--- src/rtl/mem_responder.sv ---
// ============================================================================
// mem_responder: word-wide req/ack memory responder over a byte array.
// Optional wait states are enabled by defining MEM_WAIT_EN.
// Revision: 1.0
// ============================================================================
`default_nettype none

module mem_responder #(
  parameter int DEPTH_BYTES = 256,
  parameter int WAIT_CYCLES = 2
) (
  input  logic        clk,
  input  logic        reset,
  input  logic        req,
  input  logic        wr,
  input  logic [31:0] addr,
  input  logic [31:0] wdata,
  output logic [31:0] rdata,
  output logic        ack,
  output logic        err
);

  localparam int AW = $clog2(DEPTH_BYTES);

  if (WAIT_CYCLES < 0 || WAIT_CYCLES > 3) begin : g_wait_range_err
    $error("mem_responder: WAIT_CYCLES must be 0..3");
  end

`ifdef MEM_WAIT_EN
  typedef enum logic [1:0] {S_IDLE = 2'd0, S_WAIT = 2'd1, S_RESP = 2'd2} state_t;
`else
  typedef enum logic [1:0] {S_IDLE = 2'd0, S_RESP = 2'd2} state_t;
`endif

  state_t        state_q, state_d;
  logic [31:0]   rdata_q, rdata_d;
  logic          ack_q, ack_d;
  logic          err_q, err_d;
  logic [7:0]    mem_q [DEPTH_BYTES];

  logic [AW-1:0] txn_addr;
  logic          txn_wr;
  logic [31:0]   txn_wdata;
  logic [31:0]   mem_word;
  logic          enter_resp;
  logic          mem_we;
  logic          unused_addr;

`ifdef MEM_WAIT_EN
  logic [AW-1:0] addr_q, addr_d;
  logic          wr_q, wr_d;
  logic [31:0]   wdata_q, wdata_d;
  logic [1:0]    cnt_q, cnt_d;
`endif

  assign unused_addr = ^addr[31:AW];

  always_comb begin
    mem_word = {mem_q[{txn_addr[AW-1:2], 2'd3}], mem_q[{txn_addr[AW-1:2], 2'd2}],
                mem_q[{txn_addr[AW-1:2], 2'd1}], mem_q[{txn_addr[AW-1:2], 2'd0}]};
  end

  always_comb begin
    state_d    = state_q;
    rdata_d    = rdata_q;
    ack_d      = 1'b0;
    err_d      = 1'b0;
    enter_resp = 1'b0;
    txn_addr   = addr[AW-1:0];
    txn_wr     = wr;
    txn_wdata  = wdata;
`ifdef MEM_WAIT_EN
    addr_d  = addr_q;
    wr_d    = wr_q;
    wdata_d = wdata_q;
    cnt_d   = cnt_q;
    // Outside IDLE the transaction comes from the latched copy, not the live bus.
    if (state_q != S_IDLE) begin
      txn_addr  = addr_q;
      txn_wr    = wr_q;
      txn_wdata = wdata_q;
    end
`endif

    case (state_q)
      S_IDLE: begin
        if (req) begin
`ifdef MEM_WAIT_EN
          addr_d  = addr[AW-1:0];
          wr_d    = wr;
          wdata_d = wdata;
          if (WAIT_CYCLES != 0) begin
            state_d = S_WAIT;
            cnt_d   = 2'(WAIT_CYCLES - 1);
          end else begin
            enter_resp = 1'b1;
          end
`else
          enter_resp = 1'b1;
`endif
        end
      end
`ifdef MEM_WAIT_EN
      S_WAIT: begin
        if (cnt_q == 2'd0) enter_resp = 1'b1;
        else               cnt_d = cnt_q - 2'd1;
      end
`endif
      S_RESP:  state_d = S_IDLE;
      default: state_d = S_IDLE;
    endcase

    if (enter_resp) begin
      state_d = S_RESP;
      ack_d   = 1'b1;
      err_d   = |txn_addr[1:0];
      if (!txn_wr && !err_d) rdata_d = mem_word;
    end

    mem_we = enter_resp && txn_wr && (txn_addr[1:0] == 2'b00);
  end

  always_ff @(posedge clk) begin
    if (!reset) begin
      state_q <= S_IDLE;
      rdata_q <= '0;
      ack_q   <= 1'b0;
      err_q   <= 1'b0;
`ifdef MEM_WAIT_EN
      cnt_q   <= '0;
      addr_q  <= '0;
      wr_q    <= 1'b0;
      wdata_q <= '0;
`endif
    end else begin
      state_q <= state_d;
      rdata_q <= rdata_d;
      ack_q   <= ack_d;
      err_q   <= err_d;
`ifdef MEM_WAIT_EN
      cnt_q   <= cnt_d;
      addr_q  <= addr_d;
      wr_q    <= wr_d;
      wdata_q <= wdata_d;
`endif
    end
  end

  // Array contents survive reset; only the commit itself is gated by it.
  always_ff @(posedge clk) begin
    if (reset && mem_we) begin
      mem_q[{txn_addr[AW-1:2], 2'd0}] <= txn_wdata[7:0];
      mem_q[{txn_addr[AW-1:2], 2'd1}] <= txn_wdata[15:8];
      mem_q[{txn_addr[AW-1:2], 2'd2}] <= txn_wdata[23:16];
      mem_q[{txn_addr[AW-1:2], 2'd3}] <= txn_wdata[31:24];
    end
  end

  assign rdata = rdata_q;
  assign ack   = ack_q;
  assign err   = err_q;

endmodule

`default_nettype wire

--- config.mk ---
export PLATFORM = sky130hd
export DESIGN_NAME = mem_responder
export DESIGN_NICKNAME = d
export VERILOG_FILES = /design/src/rtl/mem_responder.sv
export SDC_FILE = /design/constraint.sdc
export NUM_CORES = 2
export LEC_CHECK = 0
export ABC_AREA = 1
export CAP_MARGIN = 10
export CORE_MARGIN = 5
export CORE_UTILIZATION = 42
export CTS_CLUSTER_SIZE = 24
export DETAILED_ROUTE_END_ITERATION = 8
export SYNTH_ARGS = -nofsm -noshare
export SYNTH_HDL_FRONTEND = slang
export SYNTH_SLANG_ARGS = --single-unit
--- constraint.sdc ---
create_clock -name clk -period 4 [get_ports clk]
set_input_delay 0.8 -clock clk [delete_from_list [all_inputs] [get_ports clk]]
set_output_delay 0.8 -clock clk [all_outputs]
set_load 0.01 [all_outputs]
[Word-level counts from Yosys, hierarchy flattened]
Memories as Yosys holds them, arrays and structs flattened. A register that Yosys moved wholly into a read port is not among the register bits.
Index checks and enable logic that the tools add are counted.
Storage, ports and cells
  word-level logic and storage cells: 27
  bits in writable memories: 2048
  output and inout port bits: 34
  memories: 1
  register bits after elaboration: 3
  input port bits: 68
Memories
  mem_q: depth 256, bits a word 8, read ports 4, clocked after memory_dff 4, write ports 4, line 39  | logic [7:0] mem_q [DEPTH_BYTES];
Cells by class
  equal/unequal tests: 1
  reduce and logical (&&, ||, !) cells: 15
  muxes and demuxes: 7
Operators with widths (count)
  $logic_not 1->1: 6
  $mux 1: 5
  $logic_and 1x1->1: 4
  $logic_not 2->1: 2
  $mux 2: 2
  $reduce_and 2->1: 2
  $ne 2x2->1 const B: 1
  $reduce_or 2->1: 1

[Logic depth before layout (Yosys ltp)]
  word-level depth: 7
  depth in mapped cells: 12
  gate-level depth less buffers: 8

[Least setup slack after synthesis]
OpenSTA, ideal clock, no wires.
  path type: input port to flip-flop
  start point: input addr[2]
  end point: memory mem_q[0][0], enable pin
  data arrival time: 3108 ps
  path buffers: 4
  setup slack: 471 ps
  stages on the path: 7
  library setup time: 421 ps
  required time: 3579 ps
  path through: buf_4 > inv_2 > buf_4 > buf_2 > buf_2 > nand3_1 > nor2_1
RTL lines
  start, declared: line 16  | input logic [31:0] addr,
  end, declared: line 39

==> reports/results.ini <==
[setup_path]
worstPathArrival_ns = 3.61
rr_worst_depth = 10
critPathCapture = rdata[20]$_SDFFE_PN0P_
crit_start = addr[3]
rr_startpoint = state_q[1]$_SDFFE_PN0P_
cp_max_fo = 34
critPathCaptureType = register
critPathKind = in -> reg
rr_endpoint = mem_q[139][4]$_DFFE_PP_
cp.required_ns = 4.72
start_kind = primary input
rrSetupSlack_ns = 1.71

[detailed_routing]
vias = 55400
ant_nets = 0
drc_errors = 0
wire_per_inst_um = 21.6
routed_wl_um = 236000
drtPass1Iterations = 7
vias_per_cell = 5.07
drt_first_iter_violations = 5469

[clocking]
post_cts_resized = 0
hold_buffers = 0
cts_max_level = 4
root_buffer = clkbuf_16
numCtsBuffers = 209
cts_tree = yes
cts_sinks = 2083
cts_max_path_buffers = 3
clk_pin_slew_worst_paths_ns = 0.06
worstSkewPairLatency_ns = 0.86
postCtsSetupRepairBufs = 0

[outcome]
status = finished, final reports clean

[die]
die_h_um = 465
fp-row-count = 167
initial_core_util_pct = 42.1
core_area_um2 = 206000
die_area_um2 = 216000
die_w_um = 465
io_pins = 102

[logic_synthesis]
yosysWarnings = 0
synth_simple_gate_area_share_pct = 17.1
async_flop_share_pct = 0
synth.top_cells.by_count = 2048 x edfxtp_1, 1903 x nand2_1, 1230 x inv_1
ys_seq_area_share_pct = 71.6
yosys-top-cells-area = edfxtp_1 71%, nand2_1 8.2%, inv_1 5.3%, nand3_1 4.0%, nor2_1 2.5%
yosysTopAreaCellShare_pct = 70.8
synth-edff-count = 2048
synth.distinct_cells = 22
avgSynthCellArea_um2 = 11.1
synth-adder-area-share_pct = 0
syn-cell-area_um2 = 86900
synth_top_family_by_area = simple AND/OR/NAND/NOR gates
synthXorXnorAreaFrac_pct = 0
synth_compound_area_share_pct = 3.91
synth_mux_area_share_pct = 0
synth-seq-cells = 2083
synthFlopType = edfxtp_1
synthCells = 7812
yosysMostFrequentCell = edfxtp_1
yosysTopAreaCell = edfxtp_1
syn_nets = 7880

[finish]
nNetsFinal = 8105
n_fill_cell = 17800
fin_cells = 10900
drive_above_1_share_pct = 12.3
multi_input_area_um2 = 18800
register_area_um2 = 62200
synthToLayoutAreaGrowth_pct = 15.0

[sta]
layout_setup_ws_ns = 1.11
fin_setup_tns_ns = 0
drv_slew = 0
timing_hold_violations_final = 0
timing.final.crit_share_pct = 72.2
tightestPinTransition_ns = 1.22
skew_ns = 0.0474
max_freq_mhz = 346
rsz0062_at_grt = no
final.min_clock_period_ns = 2.89
maxSlewHeadroom_pct = 18.6
setup_violations = 0

[power_and_ir_drop]
seqPwrFrac_pct = 53.4
switchingPower_w = 0.0100
switching_share_pct = 22.3
power_leakage_nw = 40.0
p_int_w = 0.0349
p_per_area_nw_per_um2 = 449
ir_drop_mv = 0.473
p_comb_share_pct = 5.0
power_frac_clock_pct = 41.5

[place]
dp_cells = 10500
hpwl_um = 138000
dp_slack_ns = 0.275
port_buffers = 77
gp_congestion = 0.810

[min_path]
hp-class = in -> reg

[global_routing]
antenna_found_initial = 23
grt_pass1_vias = 52900
grt_max_degree = 136
grt_overflow = 0
grt_use_total_pct = 21.5
grt_first_pass_wirelength_um = 346000

[job]
drv_cap = 0

[critical path, stage by stage]
cell,delay [ns]
clkdlybuf4s50_1,0.64
nand2_4,0.42
clkinv_1,0.19
buf_12,0.23
nand3_1,0.12
nand2_1,0.05
o21ai_0,0.21
buf_4,0.16
nand3_1,0.23
nor2_1,0.39
a21oi_1,0.11
[metrics by stage]
step | hold slack, ns | util [%] | total power [W] | area, um2
finish | 0.420 | 48.4 | 0.0449 | 99900
global route | 0.378 | 48.4 | 0.0463 | 99900
CTS | 0.347 | 48.4 | 0.0452 | 99900
detailed placement | 0.563 | 45.3 | 0.0267 | 93400
global placement | 0.543 | 45.2 | 0.0267 | 93400
floorplan | 0.493 | - | 0.0256 | 86900
[layer usage]
layer  global-route usage, %  routed length [um]  vias up  part of all wire, %
met2                    36.8              116000     1818                   49
li1                        -                   -    26100                    -
met1                    28.5               97300    27200                   41
met5                       0                  11        -               0.0047
met4                    7.25                7590        2                  3.2
met3                    2.90               15300      359                  6.5
[power groups by stage]
| stage | clock (W) | combinational [W] | sequential, W |
|---|---|---|---|
| after CTS | 0.0190 | 0.00227 | 0.0240 |
| final | 0.0186 | 0.00226 | 0.0240 |
| after global placement | 0 | 0.00222 | 0.0245 |
| after floorplan | 0 | 0.00112 | 0.0245 |
| after global routing | 0.0199 | 0.00246 | 0.0240 |
| after detailed placement | 0 | 0.00226 | 0.0245 |
[cells by family after synthesis]
group,after synthesis
and+or+nand+nor,3516
AOI/OAI and AO/OA,608
buffers and inverters,1605
DFF,2083
[worst min-delay path by stage]
| stage | startpoint | end | slack (ns) | cells past startpoint |
|---|---|---|---|---|
| 2_1_floorplan | state_q[1]$_SDFFE_PN0P_ | ack$_SDFF_PN0_ | 0.49 | 3 |
| 6_report | wdata[0] | mem_q[180][0]$_DFFE_PP_ | 0.42 | 1 |
| 4_1_cts | wdata[0] | mem_q[160][0]$_DFFE_PP_ | 0.35 | 1 |
| 3_5_place_dp | rdata[12]$_SDFFE_PN0P_ | rdata[12]$_SDFFE_PN0P_ | 0.56 | 2 |
| 5_1_grt | wdata[0] | mem_q[160][0]$_DFFE_PP_ | 0.38 | 1 |
| 3_3_place_gp | state_q[1]$_SDFFE_PN0P_ | ack$_SDFF_PN0_ | 0.54 | 3 |
[area by class of cell]
cell class                 count  share of cell area, %
antenna                       10                 0.0250
clock buffer                 278                   5.55
clock inverter               109                  0.950
inverter                    1233                   4.64
multi-input combinational   4124                   18.9
sequential                  2083                   62.2
tap                         2704                   3.39
timing repair buffer         386                   4.35
[placed cells by master (no fill, tap or decap), types with 63 or more instances in the layout]
master	count
o211ai_1	141
clkbuf_16	209
clkbuf_1	63
edfxtp_1	2048
nor2_1	517
buf_12	113
inv_1	1230
o21ai_0	338
o21ai_1	97
buf_4	196
or2_2	314
nand2_1	1902
nand3_1	699
nor2_4	67
[state kept, by name, summed over array words and instances (netlist names)]
| name | count |
|---|---|
| ack | 1 |
| err | 1 |
| state_q | 1 |
| rdata | 32 |
| mem_q | 2048 |
Note: power is estimated with default switching activity, not from simulation.
